### config.mk
export PLATFORM = sky130hd
export DESIGN_NAME = sram_bus_bridge
export DESIGN_NICKNAME = d
export VERILOG_FILES = /design/src/rtl/sram_bridge_pkg.sv /design/src/rtl/sram_bus_bridge.sv
export SDC_FILE = /design/constraint.sdc
export NUM_CORES = 1
export LEC_CHECK = 0
export ABC_CLOCK_PERIOD_IN_PS = 3500
export CORE_AREA = 2 2 54 94
export CTS_CLUSTER_DIAMETER = 150
export CTS_CLUSTER_SIZE = 8
export DETAILED_ROUTE_END_ITERATION = 16
export DIE_AREA = 0 0 56 96
export HOLD_SLACK_MARGIN = 0.15
export PLACE_DENSITY_LB_ADDON = 0.15
export SYNTH_ARGS = -nofsm -noshare
export SYNTH_HDL_FRONTEND = slang
export SYNTH_SLANG_ARGS = --single-unit
### constraint.sdc
create_clock -name clk -period 3.5 [get_ports clk]
set_clock_uncertainty 0.15 [all_clocks]
set_input_delay 0.7 -clock clk [delete_from_list [all_inputs] [get_ports clk]]
set_output_delay 0.7 -clock clk [all_outputs]
set_load 0.005 [all_outputs]
### src/rtl/sram_bridge_pkg.sv
// ---------------------------------------------------------------------------
// sram_bridge_pkg
// Shared definitions for sram_bus_bridge:
//   state_e     - bridge FSM state encoding
//   READ_FILL   - value returned to the CPU when a read times out
//   lane_e      - byte-lane select within a 16-bit SRAM word (packed mapping)
//   merge_lane  - replace one byte lane of a word
//   pick_lane   - extract one byte lane of a word
// ---------------------------------------------------------------------------
package sram_bridge_pkg;

    typedef enum logic [2:0] {
        ST_IDLE  = 3'd0,
        ST_RD    = 3'd1,
        ST_WR_RD = 3'd2,
        ST_WR    = 3'd3,
        ST_DONE  = 3'd4
    } state_e;

    localparam logic [7:0] READ_FILL = 8'hFF;

    // Odd CPU byte addresses live in the high byte of the SRAM word.
    typedef enum logic {
        LANE_LO = 1'b0,
        LANE_HI = 1'b1
    } lane_e;

    function automatic logic [15:0] merge_lane(input logic [15:0] word,
                                               input logic [7:0]  data,
                                               input lane_e       lane);
        logic [15:0] merged;
        merged = word;
        if (lane == LANE_HI) begin
            merged[15:8] = data;
        end else begin
            merged[7:0] = data;
        end
        return merged;
    endfunction

    function automatic logic [7:0] pick_lane(input logic [15:0] word,
                                             input lane_e       lane);
        return (lane == LANE_HI) ? word[15:8] : word[7:0];
    endfunction

endpackage

### src/rtl/sram_bus_bridge.sv
// ---------------------------------------------------------------------------
// sram_bus_bridge
// Bridges an 8-bit CPU RAM port (level requests, ready handshake) onto a
// 16-bit SRAM controller that takes single-cycle command strobes and answers
// with mem_ready. A wait counter aborts accesses the controller never
// completes and raises a sticky bus_err.
//
// Build option: define SRAM_BRIDGE_PACKED_EN for packed mapping (two CPU
// bytes per SRAM word, byte writes by read-modify-write). Without it, each
// CPU byte occupies the low byte of its own SRAM word.
//
// Parameters:
//   TIMEOUT_CYCLES  memory-wait cycles counted from the strobe before abort
//                   (2..255)
// Ports:
//   clk             clock
//   reset_n         asynchronous active-low reset
//   cpu_addr        CPU byte address (stable while cpu_ready is low)
//   cpu_do          CPU write data
//   cpu_read        CPU read request (level)
//   cpu_write       CPU write request (level, wins over cpu_read)
//   cpu_ready       ready to the CPU (combinational)
//   cpu_di          registered read data to the CPU
//   mem_address     SRAM word address
//   mem_data_write  SRAM write data
//   mem_read        one-cycle read command strobe
//   mem_write       one-cycle write command strobe
//   mem_ready       controller completion
//   mem_data_read   controller read data, valid with mem_ready
//   bus_err         sticky timeout flag
// ---------------------------------------------------------------------------
module sram_bus_bridge
    import sram_bridge_pkg::*;
#(
    parameter int TIMEOUT_CYCLES = 64
) (
    input  logic        clk,
    input  logic        reset_n,
    input  logic [15:0] cpu_addr,
    input  logic [7:0]  cpu_do,
    input  logic        cpu_read,
    input  logic        cpu_write,
    output logic        cpu_ready,
    output logic [7:0]  cpu_di,
    output logic [17:0] mem_address,
    output logic [15:0] mem_data_write,
    output logic        mem_read,
    output logic        mem_write,
    input  logic        mem_ready,
    input  logic [15:0] mem_data_read,
    output logic        bus_err
);

    // The counter is 0 in the strobe cycle, so an access that has seen
    // TIMEOUT_CYCLES-1 further cycles without completion is abandoned and
    // DONE lands exactly TIMEOUT_CYCLES cycles after the strobe.
    localparam logic [7:0] TIMEOUT_LAST = 8'(TIMEOUT_CYCLES - 1);

    state_e      state_q, state_d;
    logic [7:0]  cnt_q, cnt_d;
    logic        mem_read_q, mem_read_d;
    logic        mem_write_q, mem_write_d;
    logic [7:0]  cpu_di_q, cpu_di_d;
    logic [17:0] mem_address_q, mem_address_d;
    logic [15:0] mem_data_write_q, mem_data_write_d;
    logic        bus_err_q, bus_err_d;

`ifdef SRAM_BRIDGE_PACKED_EN
    lane_e       lane_q, lane_d;
    logic [7:0]  wbyte_q, wbyte_d;
`else
    // Linear mapping only returns the low byte of each word.
    logic        unused_hi_byte;
    assign unused_hi_byte = ^mem_data_read[15:8];
`endif

    logic request;
    logic strobe_cycle;
    logic mem_done;
    logic timed_out;

    assign request      = cpu_read | cpu_write;
    assign strobe_cycle = mem_read_q | mem_write_q;
    // A completion coinciding with our own strobe cannot belong to it, so it
    // is ignored; this also keeps read latency at three cycles minimum.
    assign mem_done     = mem_ready & ~strobe_cycle;
    assign timed_out    = ~mem_done & (cnt_q == TIMEOUT_LAST);

    assign cpu_ready      = ((state_q == ST_IDLE) && !request) || (state_q == ST_DONE);
    assign cpu_di         = cpu_di_q;
    assign mem_address    = mem_address_q;
    assign mem_data_write = mem_data_write_q;
    assign mem_read       = mem_read_q;
    assign mem_write      = mem_write_q;
    assign bus_err        = bus_err_q;

    always_ff @(posedge clk or negedge reset_n) begin
        if (!reset_n) begin
            state_q          <= ST_IDLE;
            cnt_q            <= '0;
            mem_read_q       <= 1'b0;
            mem_write_q      <= 1'b0;
            cpu_di_q         <= 8'h00;
            mem_address_q    <= '0;
            mem_data_write_q <= '0;
            bus_err_q        <= 1'b0;
`ifdef SRAM_BRIDGE_PACKED_EN
            lane_q           <= LANE_LO;
            wbyte_q          <= 8'h00;
`endif
        end else begin
            state_q          <= state_d;
            cnt_q            <= cnt_d;
            mem_read_q       <= mem_read_d;
            mem_write_q      <= mem_write_d;
            cpu_di_q         <= cpu_di_d;
            mem_address_q    <= mem_address_d;
            mem_data_write_q <= mem_data_write_d;
            bus_err_q        <= bus_err_d;
`ifdef SRAM_BRIDGE_PACKED_EN
            lane_q           <= lane_d;
            wbyte_q          <= wbyte_d;
`endif
        end
    end

    always_comb begin
        state_d          = state_q;
        cnt_d            = cnt_q;
        mem_read_d       = 1'b0;
        mem_write_d      = 1'b0;
        cpu_di_d         = cpu_di_q;
        mem_address_d    = mem_address_q;
        mem_data_write_d = mem_data_write_q;
        bus_err_d        = bus_err_q;
`ifdef SRAM_BRIDGE_PACKED_EN
        lane_d           = lane_q;
        wbyte_d          = wbyte_q;
`endif

        case (state_q)
            ST_IDLE: begin
                if (request) begin
                    cnt_d = '0;
`ifdef SRAM_BRIDGE_PACKED_EN
                    mem_address_d = {3'b000, cpu_addr[15:1]};
                    lane_d        = lane_e'(cpu_addr[0]);
                    wbyte_d       = cpu_do;
                    // Byte writes must fetch the partner byte first.
                    state_d       = cpu_write ? ST_WR_RD : ST_RD;
                    mem_read_d    = 1'b1;
`else
                    mem_address_d = {2'b00, cpu_addr};
                    if (cpu_write) begin
                        mem_data_write_d = {8'h00, cpu_do};
                        state_d          = ST_WR;
                        mem_write_d      = 1'b1;
                    end else begin
                        state_d    = ST_RD;
                        mem_read_d = 1'b1;
                    end
`endif
                end
            end

            ST_RD: begin
                if (mem_done) begin
`ifdef SRAM_BRIDGE_PACKED_EN
                    cpu_di_d = pick_lane(mem_data_read, lane_q);
`else
                    cpu_di_d = mem_data_read[7:0];
`endif
                    state_d = ST_DONE;
                end else if (timed_out) begin
                    cpu_di_d  = READ_FILL;
                    bus_err_d = 1'b1;
                    state_d   = ST_DONE;
                end else begin
                    cnt_d = cnt_q + 8'd1;
                end
            end

            ST_WR_RD: begin
`ifdef SRAM_BRIDGE_PACKED_EN
                if (mem_done) begin
                    mem_data_write_d = merge_lane(mem_data_read, wbyte_q, lane_q);
                    state_d          = ST_WR;
                    mem_write_d      = 1'b1;
                    cnt_d            = '0;
                end else if (timed_out) begin
                    // Abandon the whole write: no write strobe follows.
                    bus_err_d = 1'b1;
                    state_d   = ST_DONE;
                end else begin
                    cnt_d = cnt_q + 8'd1;
                end
`else
                state_d = ST_IDLE;
`endif
            end

            ST_WR: begin
                if (mem_done) begin
                    state_d = ST_DONE;
                end else if (timed_out) begin
                    bus_err_d = 1'b1;
                    state_d   = ST_DONE;
                end else begin
                    cnt_d = cnt_q + 8'd1;
                end
            end

            ST_DONE: begin
                state_d = ST_IDLE;
            end

            default: begin
                state_d = ST_IDLE;
            end
        endcase
    end

endmodule

==> impl_metrics.ini <==
[status]
outcome = finished, final reports clean

[logic_synthesis]
synth_top_area_cell = dfrtp_1
yosysMostFrequentCell = dfrtp_1
synth_flop_cell = dfrtp_1
synth_top_area_share = 0.580
synth_edf_count = 0
yosys_warnings = 0
netlist_area_um2 = 1980
syn-instance-count = 147
ys_ff_latch = 46
ys_seq_area_frac = 0.580
synth_common_cells = dfrtp_1, mux2_2, buf_4
synth_area_leaders = dfrtp_1, mux2_2, mux2_4, buf_4, o22a_1
synthArstFlopShare = 1.00
synth.distinct_cells = 34
syn_area_per_cell_um2 = 13.5

[clock_network]
clock_latency_ps = 300
cts_setup_buffers = 0
root_buffer = clkbuf_8
numCtsBuffers = 5
cts_resized = 0
clkSlewWorstSetupHoldPaths_ps = 80
clock_tree.buffer_depth = 2
clock-sinks = 46
cts-htree-levels = 2
cts_tree = yes
hold_buffers = 0

[cells_and_area]
nNetsFinal = 268
stdcell_count = 275
drive_above_1_share = 0.179
syn_to_final_growth_pct = 42.0
nFillCells = 395
n_antenna_cell = 0

[floorplan]
io_pins = 91
coreArea_um2 = 4620
dieArea_um2 = 5380
die_w_um = 56
rows = 33
start_util = 0.429
die_y_um = 96

[grt]
grt_remaining_overflow = 0
grt.total_usage = 0.170
grt_antenna_before_repair = 0
grt_pass1_wl_um = 7070
grt_max_degree = 47
grt_pass1_vias = 1549

[placement]
dpl.hpwl_um = 3290
place_congestion = 0.781
placedCellCount = 267
io_buffers = 72

[timing]
worst_pin_slew_ps = 1000
max_freq_ghz = 0.336
period_needed_ps = 2980
slew_viol_final = 0
relSlewSlack = 0.334
rsz0062_at_grt = no
period_share = 0.851
hold_violations = 0
finalSetupViolCount = 0
fin_tns_setup_ps = 0

[worst_setup_path]
worstRegToRegCells = 6
arrival_ps = 2130
critical_path_class = primary input to output port
critPathLaunchType = primary input
crit_path_max_fanout = 3
worst_setup_path_end_kind = output port
critPathRequiredTime_ps = 2650

[drt]
drt-vias-per-instance = 5.25
drt_iter0_markers = 28
ant_nets = 0
vias = 1444
wl_um = 4360
drc = 0
post_drt_wl_per_cell_um = 15.9
drtPass1Iterations = 4

[pwr]
totalPowerFinal_mw = 2.33
vdd_ir_drop_max_v = 0.000550
p_leak_nw = 1.21
pwr_density_cell_nw_per_um2 = 828

[worst_hold_path]
hp-class = flip-flop to flip-flop
min_path_cells = 1

[job]
drv_cap = 0
-- placed cells by master (no fill, tap or decap), types with 2 or more instances in the layout --
| cell | count |
|---|---|
| clkbuf_1 | 2 |
| nand2b_1 | 2 |
| a21oi_1 | 8 |
| mux2_2 | 15 |
| and3_1 | 3 |
| dfrtp_1 | 46 |
| nor2_1 | 7 |
| a31oi_1 | 3 |
| mux2_4 | 10 |
| nand2_1 | 4 |
| o21a_1 | 2 |
| o22a_1 | 9 |
| clkbuf_8 | 5 |
| conb_1 | 10 |
| buf_4 | 2 |
| clkdlybuf4s50_1 | 71 |
| o21ai_0 | 4 |
-- sequential cells by signal, indices dropped and copies added (netlist names) --
signal	cells
bus_err	1
cnt_q	8
cpu_di	8
mem_address	16
mem_data_write	8
mem_read	1
mem_write	1
state_q	3
-- per-layer routing --
layer,GRT usage,share of wire
met5,0,0
met4,0.0595,0.014
met3,0.0457,0.061
met2,0.323,0.56
met1,0.177,0.36
-- path summary, 6_finish.rpt --
check                           startpoint        end  slack (ps)
worst max-delay path             cpu_write  cpu_ready         520
worst min-delay path               bus_err    bus_err         330
worst max register to register    cnt_q[0]   cnt_q[5]        1200
worst min register to register     bus_err    bus_err         330
max in group asynchronous          reset_n   cnt_q[3]        2170
min in group asynchronous          reset_n  cpu_di[3]         410
-- worst max-delay path, stage by stage --
cell and delay, ps:
clkdlybuf4s50_1 430, nor2_1 240, nor2_1 70, nor3_1 160, clkdlybuf4s50_1 530
-- kinds of logic (layout without fill, tap and decap cells) --
family                     Yosys count  after routing  share of synthesized area
AOI/OAI and AO/OA                   29             29                      0.102
buffers and inverters               16             83                     0.0567
adders and majority gates            1              1                    0.00630
other                                1             10                    0.00189
DFF                                 46             46                      0.580
muxes                               25             25                      0.161
and+or+nand+nor                     29             29                     0.0921
-- through the flow --
step	area (um2)	utilization	hold WS [ps]	setup slack, ps
floorplan	2020	-	254	1530
finish	2820	0.609	331	522
global route	2820	0.609	350	406
detailed placement	2710	0.586	318	520
CTS	2820	0.609	335	515
global placement	2710	0.586	309	571
-- cell type report --
| cell class | instances | area, um2 | share of cell area |
|---|---|---|---|
| well taps | 52 | 65.1 | 0.0231 |
| clock inverters | 1 | 30.0 | 0.0107 |
| multi-input cells | 94 | 761 | 0.270 |
| repair buffers | 74 | 731 | 0.259 |
| inverters | 1 | 3.75 | 0.00133 |
| clock buffers | 7 | 76.3 | 0.0271 |
| flip-flops and latches | 46 | 1150 | 0.409 |
-- power by group --
group,switching (mW),leakage (nW),internal [mW]
logic,0.347,0.602,0.678
clock network,0.173,0.0524,0.214
registers,0.161,0.557,0.760
No activity file was read; power rests on OpenSTA's default activity.
